<file path="config.mk">
export PLATFORM = sky130hd
export DESIGN_NAME = led_pwm_fader
export DESIGN_NICKNAME = d
export VERILOG_FILES = /design/src/rtl/led_pkg.sv /design/src/rtl/led_pwm_channel.sv /design/src/rtl/led_pwm_fader.sv
export SDC_FILE = /design/constraint.sdc
export NUM_CORES = 1
export LEC_CHECK = 0
export CORE_UTILIZATION = 60
export CTS_CLUSTER_DIAMETER = 30
export DETAILED_ROUTE_END_ITERATION = 8
export HOLD_SLACK_MARGIN = 0.1
export PLACE_DENSITY = 0.83
export SYNTH_ARGS = -nofsm -noshare
export SYNTH_HDL_FRONTEND = slang
export SYNTH_SLANG_ARGS = --single-unit
</file>
<file path="constraint.sdc">
create_clock -name clk -period 2.45 [get_ports clk]
set_input_delay 0.735 -clock clk [delete_from_list [all_inputs] [get_ports clk]]
set_output_delay 0.735 -clock clk [all_outputs]
set_load 0.05 [all_outputs]
</file>
<file path="src/rtl/led_pkg.sv">
// Shared constants and helpers for the LED PWM fader.
// Configuration macro: LED_FADE_EN (enables the fade tail on each channel).
package led_pkg;

  localparam int PWM_W  = 8;
  localparam int DUTY_W = 8;
  localparam int NUM_CH = 8;

  localparam logic [DUTY_W-1:0] DUTY_MAX  = 8'hFF;
  localparam logic [DUTY_W-1:0] DUTY_ZERO = 8'h00;

  // Saturating subtract: a - b when a > b, otherwise zero (never wraps).
  function automatic logic [DUTY_W-1:0] sat_sub(input logic [DUTY_W-1:0] a,
                                                input logic [DUTY_W-1:0] b);
    logic [DUTY_W-1:0] res;
    if (a > b) begin
      res = a - b;
    end else begin
      res = DUTY_ZERO;
    end
    return res;
  endfunction

endpackage

</file>
<file path="src/rtl/led_pwm_channel.sv">
// One LED channel: duty register, optional fade decrement and PWM compare.
// Configuration macro: LED_FADE_EN (fade tail); without it duty follows
// led_in directly (bright when lit, zero when not).
module led_pwm_channel
  import led_pkg::*;
#(
  parameter int FADE_STEP = 16
) (
  input  logic              clk,
  input  logic              rst,
  input  logic              led_in,
  input  logic [DUTY_W-1:0] bright,
  input  logic              fade_tick,
  input  logic [PWM_W-1:0]  pwm_cnt,
  output logic              led_out
);

  logic [DUTY_W-1:0] duty_r;
  logic [DUTY_W-1:0] duty_nxt_s;
  logic              led_r;

`ifdef LED_FADE_EN
  localparam logic [DUTY_W-1:0] STEP_C = DUTY_W'(FADE_STEP);

  // Next duty: a lit input tracks bright and wins over a fade tick.
  always_comb begin
    duty_nxt_s = duty_r;
    if (led_in) begin
      duty_nxt_s = bright;
    end else if (fade_tick) begin
      duty_nxt_s = sat_sub(duty_r, STEP_C);
    end else begin
      duty_nxt_s = duty_r;
    end
  end
`else
  localparam int unused_fade_step = FADE_STEP;
  logic unused_fade_tick_s;
  assign unused_fade_tick_s = fade_tick;

  // Next duty without fade: bright while lit, dark otherwise.
  always_comb begin
    duty_nxt_s = duty_r;
    if (led_in) begin
      duty_nxt_s = bright;
    end else begin
      duty_nxt_s = DUTY_ZERO;
    end
  end
`endif

  // Duty register and registered PWM compare; full duty forces a steady on.
  always_ff @(posedge clk) begin
    if (rst) begin
      duty_r <= DUTY_ZERO;
      led_r  <= 1'b0;
    end else begin
      duty_r <= duty_nxt_s;
      led_r  <= (duty_r == DUTY_MAX) || (pwm_cnt < duty_r);
    end
  end

  assign led_out = led_r;

endmodule

</file>
<file path="src/rtl/led_pwm_fader.sv">
// Eight-channel LED PWM driver with an optional fading tail.
// Holds the shared PWM prescaler, PWM counter and fade-tick counter.
// Configuration macro: LED_FADE_EN (fade counter and per-channel fade tail).
module led_pwm_fader
  import led_pkg::*;
#(
  parameter int PWM_DIV   = 1,
  parameter int FADE_DIV  = 2_500_000,
  parameter int FADE_STEP = 16
) (
  input  logic              clk,
  input  logic              rst,
  input  logic [NUM_CH-1:0] led_in,
  input  logic [DUTY_W-1:0] bright,
  output logic [NUM_CH-1:0] led_out
);

  localparam int PRE_W = (PWM_DIV > 1) ? $clog2(PWM_DIV) : 1;
  localparam logic [PRE_W-1:0] PRE_LAST = PRE_W'(PWM_DIV - 1);

  logic [PRE_W-1:0] pre_cnt_r;
  logic             pwm_tick_s;
  logic [PWM_W-1:0] pwm_cnt_r;
  logic             fade_tick_s;

  assign pwm_tick_s = (pre_cnt_r == PRE_LAST);

  // Prescaler and free-running PWM counter (wraps 255 -> 0).
  always_ff @(posedge clk) begin
    if (rst) begin
      pre_cnt_r <= {PRE_W{1'b0}};
      pwm_cnt_r <= {PWM_W{1'b0}};
    end else if (pwm_tick_s) begin
      pre_cnt_r <= {PRE_W{1'b0}};
      pwm_cnt_r <= pwm_cnt_r + 8'd1;
    end else begin
      pre_cnt_r <= pre_cnt_r + PRE_W'(1);
      pwm_cnt_r <= pwm_cnt_r;
    end
  end

`ifdef LED_FADE_EN
  localparam int FADE_W = (FADE_DIV > 1) ? $clog2(FADE_DIV) : 1;
  localparam logic [FADE_W-1:0] FADE_LAST = FADE_W'(FADE_DIV - 1);

  logic [FADE_W-1:0] fade_cnt_r;

  assign fade_tick_s = (fade_cnt_r == FADE_LAST);

  // Fade tick counter, independent of the PWM prescaler.
  always_ff @(posedge clk) begin
    if (rst) begin
      fade_cnt_r <= {FADE_W{1'b0}};
    end else if (fade_tick_s) begin
      fade_cnt_r <= {FADE_W{1'b0}};
    end else begin
      fade_cnt_r <= fade_cnt_r + FADE_W'(1);
    end
  end
`else
  localparam int unused_fade_div = FADE_DIV;
  assign fade_tick_s = 1'b0;
`endif

  for (genvar i = 0; i < NUM_CH; i++) begin : g_ch
    led_pwm_channel #(
      .FADE_STEP (FADE_STEP)
    ) u_ch (
      .clk       (clk),
      .rst       (rst),
      .led_in    (led_in[i]),
      .bright    (bright),
      .fade_tick (fade_tick_s),
      .pwm_cnt   (pwm_cnt_r),
      .led_out   (led_out[i])
    );
  end

endmodule

</file>
# == After elaboration in Yosys (flattened, before gate mapping) ==
# Cells that the tools add are included.
# word_totals
ff_bits,81
inputBits,18
out_inout_bits,8
wordCells,62
# op_classes
addsub,2
magnitude_cmp,8
n_eq_ne,8
bitwise,9
reduce_logical,17
# op_table
cell,n
$eq 8x8->1 const B,8
$lt 8x8->1,8
$reduce_or 2->1,9
$not 1->1,9
$add 8x1->8 const B,1
$logic_or 1x1->1,8
$add 1x1->1 const B,1

# == Logic depth before layout (Yosys ltp) ==
# Gate-level depths: netlist of the first run.
# logic_depth
ltp_word,2
ltp_mapped,6
mapped_depth_nobuf,6

# == By module ==
# Synthesis of the first run repeated with hierarchy kept, for this count alone.
# hier_totals
cells_unflattened,398
hier_area_um2,3922.5
# by_module_without_submodules
module,instances,cells_each,area_per_inst_um2,seq_area_each_um2
led_pwm_channel,8,45,445.4,180.2
led_pwm_fader,1,38,359.1,180.2

# == Worst setup path after synthesis of the first run ==
# No wires, ideal clock.
# synth_path
kind,in2reg
start,input port rst
end,register g_ch[7].u_ch.led_r
setup_ns,0.074
arrival_ns,1.495
t_required_ns,2.376
path_slack_ns,0.880
stages,3
n_path_buf,0
cell_sequence,or3_1 -> or4_1 -> o21ai_0
# synth_rtl
item,line_no,source
from (decl),led_pwm_fader.sv:12,"input logic rst,"
to (signal assigned),led_pwm_channel.sv:59,led_r <= (duty_r == DUTY_MAX) || (pwm_cnt < duty_r);
to (decl),led_pwm_channel.sv:20,logic led_r;

# == Final worst setup path of the first run ==
# layout_path
start,register g_ch[3].u_ch.led_r
end,output port led_out[3]
# layout_rtl
item,line_no,source
from (decl),led_pwm_channel.sv:20,
from (signal assigned),led_pwm_channel.sv:59,
to (decl),led_pwm_fader.sv:15,output logic [NUM_CH-1:0] led_out
# No word-level cell between the ends.

==> results of run 1 <==
-- report_power, final --
group | internal [uW] | switching (uW) | leakage, uW
logic | 150 | 189 | 0.00108
registers | 1380 | 43.7 | 0.000666
clock network | 802 | 465 | 0.000129
-- how the worst max path moves through the flow --
| stage | start | end | slack (ps) | cells past startpoint |
|---|---|---|---|---|
| 3_5_place_dp | rst | g_ch[3].u_ch.led_out | 350 | 4 |
| 5_1_grt | g_ch[6].u_ch.led_out | led_out[6] | 180 | 1 |
| 4_1_cts | g_ch[3].u_ch.led_out | led_out[3] | 190 | 1 |
| 2_1_floorplan | rst | g_ch[7].u_ch.led_out | 880 | 3 |
| 6_report | g_ch[3].u_ch.led_out | led_out[3] | 220 | 1 |
| 3_3_place_gp | rst | g_ch[3].u_ch.led_out | 410 | 4 |
-- synthesized netlist by cell type --
master / number
nor3_1: 8
and2_1: 64
inv_1: 59
buf_4: 8
and4b_1: 1
nor2_1: 24
nand4b_1: 3
or3_1: 1
nand2b_1: 5
a211oi_1: 14
or4_1: 2
xnor2_1: 2
nor2b_1: 9
ha_1: 57
dfxtp_1: 81
xor2_1: 5
clkbuf_1: 2
conb_1: 1
buf_2: 2
o211ai_1: 3
nand4_1: 19
nand3_1: 4
nand2_1: 2
and3_1: 1
mux2i_1: 1
o32ai_1: 3
o21ai_0: 21
a211o_1: 5
a31oi_1: 5
-- layout make-up --
| cell class | count | area [um^2] |
|---|---|---|
| clock buffers | 10 | 138 |
| flip-flops and latches | 81 | 1620 |
| well taps | 75 | 93.8 |
| multi-input cells | 260 | 1950 |
| inverters | 59 | 221 |
| fillers | 442 | 1640 |
| clock inverters | 5 | 128 |
| repair buffers | 27 | 265 |
-- cell families after synthesis --
group	Yosys count	synth area share, %
buffers and inverters	71	7.72
xor gates and xnor gates	7	1.58
AOI/OAI and AO/OA	51	8.63
muxes	1	0.259
adders and majority gates	57	18.4
and+or+nand+nor	143	21.4
other	1	0.0969
DFF	81	41.9
-- metal layers --
metal	wire [um]	share of wire [%]	GRT usage, %
met5	0	0	0
met4	345	4.1	17.9
met3	361	4.2	7.14
met2	4310	51	50.7
met1	3500	41	31.4
-- state kept, by name, indices dropped and copies added, names as in the netlist --
signal,cells
g_ch.u_ch.duty_r,64
g_ch.u_ch.led_out,8
pre_cnt_r,1
pwm_cnt_r,8
-- metrics by stage --
| stage | instances | setup WS, ps | cell area, um^2 | util [%] |
|---|---|---|---|---|
| CTS | 517 | 191 | 4420 | 72.9 |
| detailed placement | 502 | 355 | 4150 | 68.5 |
| global placement | 502 | 406 | 4150 | 68.5 |
| global route | 517 | 178 | 4420 | 72.9 |
| finish | 517 | 217 | 4420 | 72.9 |
| floorplan | 412 | 880 | 3870 | - |
==> impl_metrics.env, run 1 <==
export IMPL_initialDrtViolationCount=132
export IMPL_hold_depth=2
export IMPL_setup_tns_ps=0
export IMPL_rsz0062_at_grt="no"
export IMPL_syn_num_nets=487
export IMPL_syn_inst=412
export IMPL_worstPathRequired_ps=1710
export IMPL_total_power_uw=3030
export IMPL_grtUsageTotal_pct=29.0
export IMPL_routedWlPerCell_um=16.5
export IMPL_yosysUniqueCellTypes=29
export IMPL_layout_common_cells="dfxtp_1 (81), and2_1 (64), inv_1 (59), ha_1 (57), clkdlybuf4s50_1 (25)"
export IMPL_hp_start="g_ch[6].u_ch.duty_r[5]"
export IMPL_clk_latency_ps=350
export IMPL_max_slew_margin_pct=57.7
export IMPL_hold_viol=0
export IMPL_critPathMaxStageDelay_ps=810
export IMPL_synth_area_per_cell_um2=9.40
export IMPL_ant_nets=0
export IMPL_grt_start_max_net_pins=18
export IMPL_wl_mm=8.52
export IMPL_core_area_mm2=0.00606
export IMPL_htree_levels=3
export IMPL_grt_pass1_vias=3033
export IMPL_nNetsFinal=513
export IMPL_ir_drop_uv=513
export IMPL_slew_violations=0
export IMPL_syn2layout_area_growth_pct=14.1
export IMPL_end_kind="output port"
export IMPL_io_pins=26
export IMPL_grt_pass1_wl_mm=14.0
export IMPL_num_antenna_cells=0
export IMPL_clock_path_buffers=2
export IMPL_worstHoldEndpoint="g_ch[6].u_ch.led_out"
export IMPL_final_common_cell="dfxtp_1"
export IMPL_antenna_found_initial=0
export IMPL_die_x_um=82.3
export IMPL_hpwl_mm=5.60
export IMPL_io_buffers=25
export IMPL_cp_start_kind="flip-flop"
export IMPL_dieArea_mm2=0.00678
export IMPL_root_buffer="clkbuf_8"
export IMPL_r2r_start="pwm_cnt_r[2]"
export IMPL_path_class="reg -> out"
export IMPL_fmax_ghz=0.448
export IMPL_cts_buffers=9
export IMPL_yosys_area_top_type_share_pct=41.9
export IMPL_dr_pass1_iters=4
export IMPL_cts_resized=0
export IMPL_r2r_end="g_ch[0].u_ch.led_out"
export IMPL_worstMarginPinSlew_ps=633
export IMPL_slowest_stage="clkdlybuf4s50_1"
export IMPL_start_util_pct=63.9
export IMPL_period_needed_ps=2230
export IMPL_drive_above_1_share_pct=3.85
export IMPL_die_y_um=82.3
export IMPL_holdBufCountCts=0
export IMPL_synth_seq_area_share_pct=41.9
export IMPL_cts_sinks=81
export IMPL_syn_area_mm2=0.00387
export IMPL_critPathMaxFanout=1
export IMPL_grt_ovfl_total=0
export IMPL_finClkSkew_ps=7.34
export IMPL_p_per_area_mw_per_mm2=686
export IMPL_fin_crit_sh_pct=91.2
export IMPL_crit_family="buffers and inverters"
export IMPL_gp_congestion=0.789
export IMPL_r2r_slack_ps=590
export IMPL_critPathBufInv=1
export IMPL_cts_tree="yes"
export IMPL_post_cts_buffers=0
export IMPL_rows=28
export IMPL_yosys_area_top_type="dfxtp_1"
export IMPL_hp_class="reg -> reg"
export IMPL_status="finished, final reports clean"
export IMPL_vias=2921
export IMPL_synth_area_leaders="dfxtp_1 (42%), ha_1 (18%), and2_1 (10%)"
export IMPL_fin_hold_ws_ps=496
export IMPL_ys_ff_latch=81
export IMPL_setup_viol_count_final=0
export IMPL_yosysWarnings=0
export IMPL_path_cells="clkdlybuf4s50_1"
export IMPL_viasPerCell=5.65
export IMPL_drc=0
export IMPL_r2r_cells=5
export IMPL_clkTransAtPathRegs_ps=80
export IMPL_cp_arrival_ps=1500
export IMPL_max_cap_violations=0
export IMPL_power_leakage_uw=0.00187
Note: power is estimated with default switching activity, not from simulation.
==> run 2, diff against run 1 <==
--- a/config.mk
+++ b/config.mk
@@ -5,11 +5,11 @@
 export SDC_FILE = /design/constraint.sdc
 export NUM_CORES = 1
 export LEC_CHECK = 0
-export CORE_UTILIZATION = 60
+export CORE_UTILIZATION = 53
 export CTS_CLUSTER_DIAMETER = 30
 export DETAILED_ROUTE_END_ITERATION = 8
 export HOLD_SLACK_MARGIN = 0.1
-export PLACE_DENSITY = 0.83
+export PLACE_DENSITY = 0.75
 export SYNTH_ARGS = -nofsm -noshare
 export SYNTH_HDL_FRONTEND = slang
 export SYNTH_SLANG_ARGS = --single-unit
==> run 2 against run 1 <==
Die area increased by 13%. Sequential power hardly changed. Sequential share of layout area rose by 0.083 points. Critical path type unchanged. Critical endpoint unchanged. Largest power group unchanged.
==> impl_metrics.env, run 2 (synthesized netlist as in run 1, its figures left out) <==
export IMPL_status="finished, final reports clean"
export IMPL_viasPerCell=5.24
export IMPL_grt_pass1_vias=2881
export IMPL_hp_class="reg -> reg"
export IMPL_antenna_found_initial=0
export IMPL_setup_slack_ps=225
export IMPL_post_cts_buffers=0
export IMPL_vias=2827
export IMPL_grt_pass1_wl_mm=13.2
export IMPL_path_class="reg -> out"
export IMPL_r2r_cells=5
export IMPL_layout_common_cells="dfxtp_1 (81), and2_1 (64), inv_1 (59), ha_1 (57), clkdlybuf4s50_1 (25)"
export IMPL_cp_num_cells=1
export IMPL_final_cell_area_mm2=0.00441
export IMPL_seqCellArea_mm2=0.00162
export IMPL_cp_arrival_ps=1490
export IMPL_gp_congestion=0.799
export IMPL_top_register="g_ch.u_ch.duty_r"
export IMPL_htree_levels=3
export IMPL_num_antenna_cells=0
export IMPL_die_y_um=87.5
export IMPL_dieArea_mm2=0.00765
export IMPL_clkTransAtPathRegs_ps=80
export IMPL_rows=30
export IMPL_worstMarginPinSlew_ps=669
export IMPL_holdBufCountCts=0
export IMPL_drc=0
export IMPL_cts_tree="yes"
export IMPL_p_per_area_mw_per_mm2=642
export IMPL_initialDrtViolationCount=86
export IMPL_dr_pass1_iters=4
export IMPL_worstPathRequired_ps=1710
export IMPL_io_buffers=25
export IMPL_routedWlPerCell_um=14.9
export IMPL_critPathMaxFanout=1
export IMPL_cts_resized=0
export IMPL_cts_buffers=9
export IMPL_cp_start_kind="flip-flop"
export IMPL_setup_viol_count_final=0
export IMPL_ir_drop_uv=487
export IMPL_final_common_cell="dfxtp_1"
export IMPL_setup_tns_ps=0
export IMPL_nFillCells=600
export IMPL_wl_mm=8.07
export IMPL_fin_crit_sh_pct=90.8
export IMPL_fin_hold_ws_ps=482
export IMPL_die_x_um=87.5
export IMPL_power_leakage_uw=0.00186
export IMPL_grtUsageTotal_pct=23.9
export IMPL_ant_nets=0
export IMPL_r2r_start="pwm_cnt_r[2]"
export IMPL_critPathBufInv=1
export IMPL_cts_sinks=81
export IMPL_rsz0062_at_grt="no"
export IMPL_largest_reg_flops=64
export IMPL_root_buffer="clkbuf_8"
export IMPL_slowest_stage="clkdlybuf4s50_1"
export IMPL_fmax_ghz=0.449
export IMPL_io_pins=26
export IMPL_finClkSkew_ps=10.8
export IMPL_nNetsFinal=514
export IMPL_grt_ovfl_total=0
export IMPL_crit_path_end="led_out[3]"
export IMPL_drive_above_1_share_pct=3.83
export IMPL_hold_viol=0
export IMPL_r2r_end="g_ch[7].u_ch.led_out"
export IMPL_multi_input_area_mm2=0.00195
export IMPL_core_area_mm2=0.00691
export IMPL_clock_path_buffers=2
export IMPL_slew_violations=0
export IMPL_start_util_pct=56.1
export IMPL_r2r_slack_ps=590
export IMPL_utilization_pct=63.8
export IMPL_clk_latency_ps=360
export IMPL_syn2layout_area_growth_pct=13.9
export IMPL_crit_family="buffers and inverters"
export IMPL_hpwl_mm=5.44
export IMPL_max_cap_violations=0
export IMPL_post_place_ws_ps=341
export IMPL_critPathLaunch="g_ch[3].u_ch.led_out"
export IMPL_path_cells="clkdlybuf4s50_1"
export IMPL_max_slew_margin_pct=55.3
export IMPL_placed_area_mm2=0.00419
export IMPL_end_kind="output port"
export IMPL_period_needed_ps=2230
export IMPL_grt_start_max_net_pins=23
export IMPL_critPathMaxStageDelay_ps=800
## run 2: worst min-delay path by stage
stage,from,end,slack [ps],depth (start not counted)
finish,g_ch[1].u_ch.duty_r[1],g_ch[1].u_ch.led_out,480,2
global route,g_ch[4].u_ch.duty_r[1],g_ch[4].u_ch.led_out,510,2
CTS,g_ch[1].u_ch.duty_r[1],g_ch[1].u_ch.led_out,490,2
detailed placement,g_ch[1].u_ch.duty_r[1],g_ch[1].u_ch.led_out,480,2
global placement,g_ch[2].u_ch.duty_r[1],g_ch[2].u_ch.led_out,480,2
floorplan,g_ch[0].u_ch.duty_r[1],g_ch[0].u_ch.led_out,450,2
## run 2: cell type report
cell class | count | share of cell area (%)
Multi-Input combinational cell | 260 | 44.3
Sequential cell | 81 | 36.8
Timing Repair Buffer | 28 | 6.19
Inverter | 59 | 5.02
Clock buffer | 12 | 3.29
Tap cell | 96 | 2.72
Clock inverter | 4 | 1.73
## run 2: metal layers
layer / GRT usage [%] / vias up / part of all wire, %
met2: 42.3 / 60 / 48
met3: 5.21 / 18 / 5.1
li1: - / 1442 / -
met5: 0 / - / 0
met4: 11.6 / 0 / 2.5
met1: 27.1 / 1307 / 45
## run 2: through the flow
stage / total power, uW / std cells
floorplan: 1680 / 412
global placement: 1780 / 524
detailed placement: 1790 / 524
CTS: 2840 / 540
global route: 2930 / 540
finish: 2830 / 540
## run 2: where the power goes
| group | internal, uW | switching [uW] |
|---|---|---|
| Sequential | 1380 | 38.8 |
| Clock | 604 | 465 |
| Combinational | 151 | 190 |
